`src/rtl/csa_pkg.sv`:
```
// Shared state type and sizing helpers for the carry-save accumulator/resolver.
package csa_pkg;

    typedef enum logic [1:0] {
        ACCUM   = 2'd0,
        RESOLVE = 2'd1,
        DONE    = 2'd2
    } csa_state_e;

    localparam int DEF_WIDTH = 64;
    localparam int DEF_CHUNK = 16;

    // A single-chunk resolve still needs a 1-bit counter to keep the port legal.
    function automatic int chunk_cnt_w(input int width, input int chunk);
        return (width / chunk > 1) ? $clog2(width / chunk) : 1;
    endfunction

endpackage

```
`src/rtl/csa_3to2.sv`:
```
// Combinational 3:2 carry-save compressor; carry is returned unshifted plus its MSB.
module csa_3to2
    import csa_pkg::*;
#(
    parameter int WIDTH = DEF_WIDTH
) (
    input  logic [WIDTH-1:0] x,
    input  logic [WIDTH-1:0] y,
    input  logic [WIDTH-1:0] z,
    output logic [WIDTH-1:0] sum,
    output logic [WIDTH-1:0] carry,
    output logic             carry_msb
);

    assign sum       = x ^ y ^ z;
    assign carry     = (x & y) | (x & z) | (y & z);
    assign carry_msb = carry[WIDTH-1];

endmodule

```
`src/rtl/csa_accum_resolve.sv`:
```
// Carry-save multi-operand accumulator with chunked carry-propagate resolve.
// Optional overflow tracking and the out_ovf port are enabled by CSA_OVF_DETECT_EN.
module csa_accum_resolve
    import csa_pkg::*;
#(
    parameter int WIDTH = DEF_WIDTH,
    parameter int CHUNK = DEF_CHUNK
) (
    input  logic             clk,
    input  logic             rst_n,
    input  logic             in_valid,
    output logic             in_ready,
    input  logic [WIDTH-1:0] in_data,
    input  logic             in_last,
    output logic             out_valid,
    input  logic             out_ready,
    output logic [WIDTH-1:0] out_sum
`ifdef CSA_OVF_DETECT_EN
    ,
    output logic             out_ovf
`endif
);

    localparam int NCHUNK = WIDTH / CHUNK;
    localparam int CW     = chunk_cnt_w(WIDTH, CHUNK);
    localparam logic [CW-1:0] LAST_CNT = CW'(NCHUNK - 1);

    if (WIDTH % CHUNK != 0) begin : g_chunk_check
        $error("csa_accum_resolve: WIDTH must be a multiple of CHUNK");
    end

    csa_state_e       state_q, state_d;
    logic [WIDTH-1:0] s_q, s_d;
    logic [WIDTH-1:0] c_q, c_d;
    logic [CW-1:0]    cnt_q, cnt_d;
    logic             cy_q, cy_d;
    logic [WIDTH-1:0] sum_q, sum_d;

    logic [WIDTH-1:0] csa_sum;
    logic [WIDTH-1:0] csa_carry;
    logic             csa_carry_msb;
    logic [CHUNK-1:0] s_chunk, c_chunk, add_chunk;
    logic             cy_n;

    csa_3to2 #(.WIDTH(WIDTH)) u_csa (
        .x         (s_q),
        .y         (c_q),
        .z         (in_data),
        .sum       (csa_sum),
        .carry     (csa_carry),
        .carry_msb (csa_carry_msb)
    );

    // The top carry bit is shifted out of the word; only overflow tracking may observe it.
    logic unused_carry_top;
    assign unused_carry_top = csa_carry[WIDTH-1];

`ifdef CSA_OVF_DETECT_EN
    logic ovf_q, ovf_d;
    assign out_ovf = ovf_q;
`else
    logic unused_carry_msb;
    assign unused_carry_msb = csa_carry_msb;
`endif

    assign in_ready  = (state_q == ACCUM);
    assign out_valid = (state_q == DONE);
    assign out_sum   = sum_q;

    always_comb begin
        state_d = state_q;
        s_d     = s_q;
        c_d     = c_q;
        cnt_d   = cnt_q;
        cy_d    = cy_q;
        sum_d   = sum_q;
`ifdef CSA_OVF_DETECT_EN
        ovf_d   = ovf_q;
`endif
        s_chunk = '0;
        c_chunk = '0;
        for (int k = 0; k < NCHUNK; k++) begin
            if (cnt_q == CW'(k)) begin
                s_chunk = s_q[k*CHUNK +: CHUNK];
                c_chunk = c_q[k*CHUNK +: CHUNK];
            end
        end
        {cy_n, add_chunk} = {1'b0, s_chunk} + {1'b0, c_chunk} + {{CHUNK{1'b0}}, cy_q};

        unique case (state_q)
            ACCUM: begin
                if (in_valid) begin
                    s_d = csa_sum;
                    c_d = {csa_carry[WIDTH-2:0], 1'b0};
`ifdef CSA_OVF_DETECT_EN
                    ovf_d = ovf_q | csa_carry_msb;
`endif
                    if (in_last) begin
                        state_d = RESOLVE;
                        cnt_d   = '0;
                        cy_d    = 1'b0;
                    end
                end
            end
            RESOLVE: begin
                for (int k = 0; k < NCHUNK; k++) begin
                    if (cnt_q == CW'(k)) begin
                        sum_d[k*CHUNK +: CHUNK] = add_chunk;
                    end
                end
                cy_d  = cy_n;
                cnt_d = cnt_q + 1'b1;
                if (cnt_q == LAST_CNT) begin
                    state_d = DONE;
`ifdef CSA_OVF_DETECT_EN
                    ovf_d = ovf_q | cy_n;
`endif
                end
            end
            DONE: begin
                if (out_ready) begin
                    state_d = ACCUM;
                    s_d     = '0;
                    c_d     = '0;
`ifdef CSA_OVF_DETECT_EN
                    ovf_d   = 1'b0;
`endif
                end
            end
            default: state_d = ACCUM;
        endcase
    end

    always_ff @(posedge clk or negedge rst_n) begin
        if (!rst_n) begin
            state_q <= ACCUM;
            s_q     <= '0;
            c_q     <= '0;
            cnt_q   <= '0;
            cy_q    <= 1'b0;
            sum_q   <= '0;
`ifdef CSA_OVF_DETECT_EN
            ovf_q   <= 1'b0;
`endif
        end else begin
            state_q <= state_d;
            s_q     <= s_d;
            c_q     <= c_d;
            cnt_q   <= cnt_d;
            cy_q    <= cy_d;
            sum_q   <= sum_d;
`ifdef CSA_OVF_DETECT_EN
            ovf_q   <= ovf_d;
`endif
        end
    end

endmodule
```
`config.mk`:
```
export PLATFORM = sky130hd
export DESIGN_NAME = csa_accum_resolve
export DESIGN_NICKNAME = d
export VERILOG_FILES = /design/src/rtl/csa_pkg.sv /design/src/rtl/csa_3to2.sv /design/src/rtl/csa_accum_resolve.sv
export SDC_FILE = /design/constraint.sdc
export NUM_CORES = 1
export LEC_CHECK = 0
export BUFFER_PORTS_ARGS = -buffer_cell sky130_fd_sc_hd__clkbuf_2
export CAP_MARGIN = 0
export CORE_MARGIN = 1
export CORE_UTILIZATION = 45
export CTS_BUF_LIST = sky130_fd_sc_hd__clkbuf_4 sky130_fd_sc_hd__clkbuf_8
export DETAILED_ROUTE_END_ITERATION = 7
export HOLD_SLACK_MARGIN = 0.02
export PLACE_DENSITY = 0.76
export REMOVE_ABC_BUFFERS = 1
export SLEW_MARGIN = 30
export SYNTH_ARGS = -nofsm -noshare
export SYNTH_HDL_FRONTEND = slang
export SYNTH_SLANG_ARGS = --single-unit
export TNS_END_PERCENT = 10
```
`constraint.sdc`:
```
create_clock -name clk -period 6 [get_ports clk]
set_input_delay 0 -clock clk [delete_from_list [all_inputs] [get_ports clk]]
set_output_delay 0 -clock clk [all_outputs]
set_load 0.05 [all_outputs]
```
==> out/metrics.csv <==
stage,metric,value,unit
logic_synthesis,Netlist Area Pre-Place,10700,um^2
layout,finished layout cell area,12700,um^2
logic_synthesis,share of the synthesized area in the top cell type,45.7,%
route,residual DRC count,0,
timing,Clock Skews,10.6,ps
timing,achievable clock frequency,0.249,GHz
timing,final number of hold-violating endpoints,0,
timing,worst hold slack after final layout,21.3,ps
floorplanning,starting density of the core,45.9,%
timing,"Period Utilization, post-route",67.1,%
setup_path,critical-path cell list,"inv_1, ha_2, buf_4, a21oi_1, a21oi_1, o21ai_0, ha_1, and4_1, nand4_2, a2111oi_0, a311oi_1, o211ai_1",
timing,Tightest Pin Transition,820,ps
placed_design,post-detailed-placement cell area,11600,um^2
layout,share of layout cells above drive strength 1,17.5,%
pwr,internal power component,3.67,mW
clock_network,deepest clock path buffer count,2,
setup_path,crit-path max FO,40,
logic_synthesis,number of synthesized flops with an enable pin,0,
logic_synthesis,Post-Synthesis Cells,1000,
timing,final-report max-slew violation count,0,
setup_path,"Largest delay share family, worst path",adder cells,
global_routing,vias in the first global route,8271,
pwr,Power Density,576,nW/um^2
setup_path,CP most frequent cell,a21oi_1,
floorplanning,top-level I/O count,135,
logic_synthesis,most common library cells after synthesis,"dfrtp_1 (196), nand2_1 (134), a22o_1 (125), a21oi_1 (81), o21ai_0 (69)",
clock_network,CTS Root Buffer Type,clkbuf_8,
setup_path,critical-path cell with the highest stage delay,ha_1,
global_routing,global-route wire length before repair,43.7,mm
layout,Synth-to-Final Area Change,18.3,%
pwr,VDD IR max,0.218,mV
route,number of antenna-violating nets in the routed design,0,
setup_path,"Largest stage delay, worst path",680,ps
route,total number of vias,8478,
setup_path,data arrival time at the worst-slack endpoint,4430,ps
pwr,Comb power frac,55.2,%
setup_path,cells on worst reg2reg path,12,
logic_synthesis,post-synth top area cell,dfrtp_1,
pwr,Sw Share,49.9,%
route,Routed wire per std cell,17.9,um
clock_network,H-Tree Depth,4,
clock_network,TritonCTS clock tree,yes,
clock_network,PostCTS Resize Cnt,0,
timing,setup TNS after final layout,0,ps
logic_synthesis,top-count cell post-synth,dfrtp_1,
placed_design,hpwl dp,18.0,mm
route,DR iter-0 viols,601,
layout,non-filler instance count after layout,1487,
route,router iterations before antenna repair,6,
global_routing,maximum number of pins on one net before global-route repair,123,
run_status,run status,"complete, no violations",
placed_design,worst slack at placement,2100,ps
clock_network,post-CTS setup buffer count,0,
global_routing,initial antenna violation count,0,
logic_synthesis,cell types occupying the most area after synthesis,"dfrtp_1 (46%), fa_1 (12%), a22o_1 (10%), nand2_1 (4.7%), a21oi_1 (3.8%)",
layout,antenna diode count,0,
pwr,power after layout,7.32,mW
hold_path,Tightest Hold Check Type,primary input to asynchronous set/reset pin,
floorplanning,die outline height,156,um
logic_synthesis,synthesis warning total,0,
pwr,sequential power share,32.8,%
layout,final net count,1308,
setup_path,CP Data Required Time,6400,ps
setup_path,Stages on worst setup path,12,
timing,endpoints failing setup,0,
layout,final core utilization,54.3,%
pwr,total net switching power,3.65,mW
logic_synthesis,sequential cell area fraction in the yosys report,45.7,%
placed_design,number of buffers added on ports,134,
flow_run,max capacitance violation total,0,
logic_synthesis,#FFs+latches synth,196,
floorplanning,area inside the core boundary,23400,um^2
logic_synthesis,asr flop ratio synth,100,%
setup_path,number of buffers and inverters on the critical path,2,
setup_path,Critical Path Sink Type,register,
logic_synthesis,synthesized area per cell,10.7,um^2
pwr,Leakage Power,5.79,nW
placed_design,placer congestion estimate,0.913,
route,total wire length,26.6,mm
setup_path,classification of the worst setup path,register to register,
timing,Final Worst Setup Slack,1980,ps
timing,time the final worst path needs with I/O delays and setup,4020,ps
floorplanning,full die area,24500,um^2
pwr,proportion of power drawn by the clock network,12.0,%
setup_path,startpoint kind of the worst setup timing path,register,
logic_synthesis,post-synth cell types,61,
global_routing,Tot GR Track Use,22.9,%
timing,RSZ-0062 raised after global routing,false,
clock_network,clock slew at the register clock pins of the worst setup and hold paths,100,ps
floorplanning,chip width,156,um
global_routing,total gr overflow,0,
clock_network,number of buffers inserted during clock tree synthesis,17,
route,Vias/cell,5.70,
clock_network,clock network latency to the later pin of the worst-skew pair,490,ps
placed_design,Post-Place Cells,1385,
timing,max_slew headroom,45.3,%
clock_network,number of clock sinks seen by CTS,196,
logic_synthesis,ys flop type,dfrtp_1,
floorplanning,number of standard-cell rows in the floorplan,56,
-- routing by layer --
metal,up-vias,track usage [%],routed length [um]
li1,3947,-,-
met1,4208,32.8,12100
met2,284,35.9,12400
met3,39,3.77,1530
met4,0,6.86,543
met5,-,0,0
-- timing repair --
item	in CTS	in global routing
hold endpoints to repair	247	0
hold buffers	69	0
endpoints found under the setup margin	0	0
-- cells in the final DEF, fill, tap and decap left out, types with 12 or more instances in the layout --
cell type / instances
dfrtp_1: 196
clkbuf_2: 133
nand2_1: 130
a22o_1: 125
a21oi_1: 81
o21ai_0: 69
dlygate4sd3_1: 69
fa_1: 64
nand3b_1: 35
nor2_1: 26
nand3_1: 25
ha_1: 17
clkbuf_8: 17
inv_1: 14
and2_1: 14
o211ai_1: 12
-- layout make-up --
cell class | instances | area [um^2]
Tap cell | 319 | 399
Clock buffer | 18 | 241
Multi-Input combinational cell | 714 | 5480
Fill cell | 2096 | 10700
Inverter | 14 | 52.6
Sequential cell | 196 | 4900
Timing Repair Buffer | 212 | 1470
Clock inverter | 14 | 150
-- worst paths after layout --
kind | startpoint | to | slack [ps]
min in group clk | out_ready | state_q[1] | 280
max reg2reg | cnt_q[0] | out_sum[15] | 1980
min | rst_n | c_q[3] | 20
min reg2reg | out_sum[39] | out_sum[39] | 490
max in group asynchronous | rst_n | out_sum[14] | 4980
max | cnt_q[0] | out_sum[15] | 1980
-- power by group through the flow --
stage | clock, mW | combinational, mW | sequential [mW]
CTS | 0.892 | 4.02 | 2.40
floorplan | 0 | 2.41 | 2.82
global placement | 0 | 3.87 | 2.41
finish | 0.876 | 4.04 | 2.40
global route | 0.944 | 4.48 | 2.48
detailed placement | 0 | 3.96 | 2.42
-- sequential cells by signal, summed over array words and instances (netlist names) --
register / count
cy_q: 1
out_sum: 64
c_q: 63
state_q: 2
cnt_q: 2
s_q: 64
-- cells by family (layout without fill, tap and decap cells) --
logic type | Yosys count | after routing | share of synthesized area, %
AO/OA/AOI/OAI | 345 | 345 | 22.9
AND/OR/NAND/NOR | 271 | 271 | 12.4
flip-flops | 196 | 196 | 45.7
buffers and inverters | 90 | 258 | 3.40
adder cells (fa/ha/maj) | 84 | 84 | 14.3
multiplexers | 8 | 8 | 0.770
XOR/XNOR | 6 | 6 | 0.490
No activity file was read; power rests on OpenSTA's default activity.
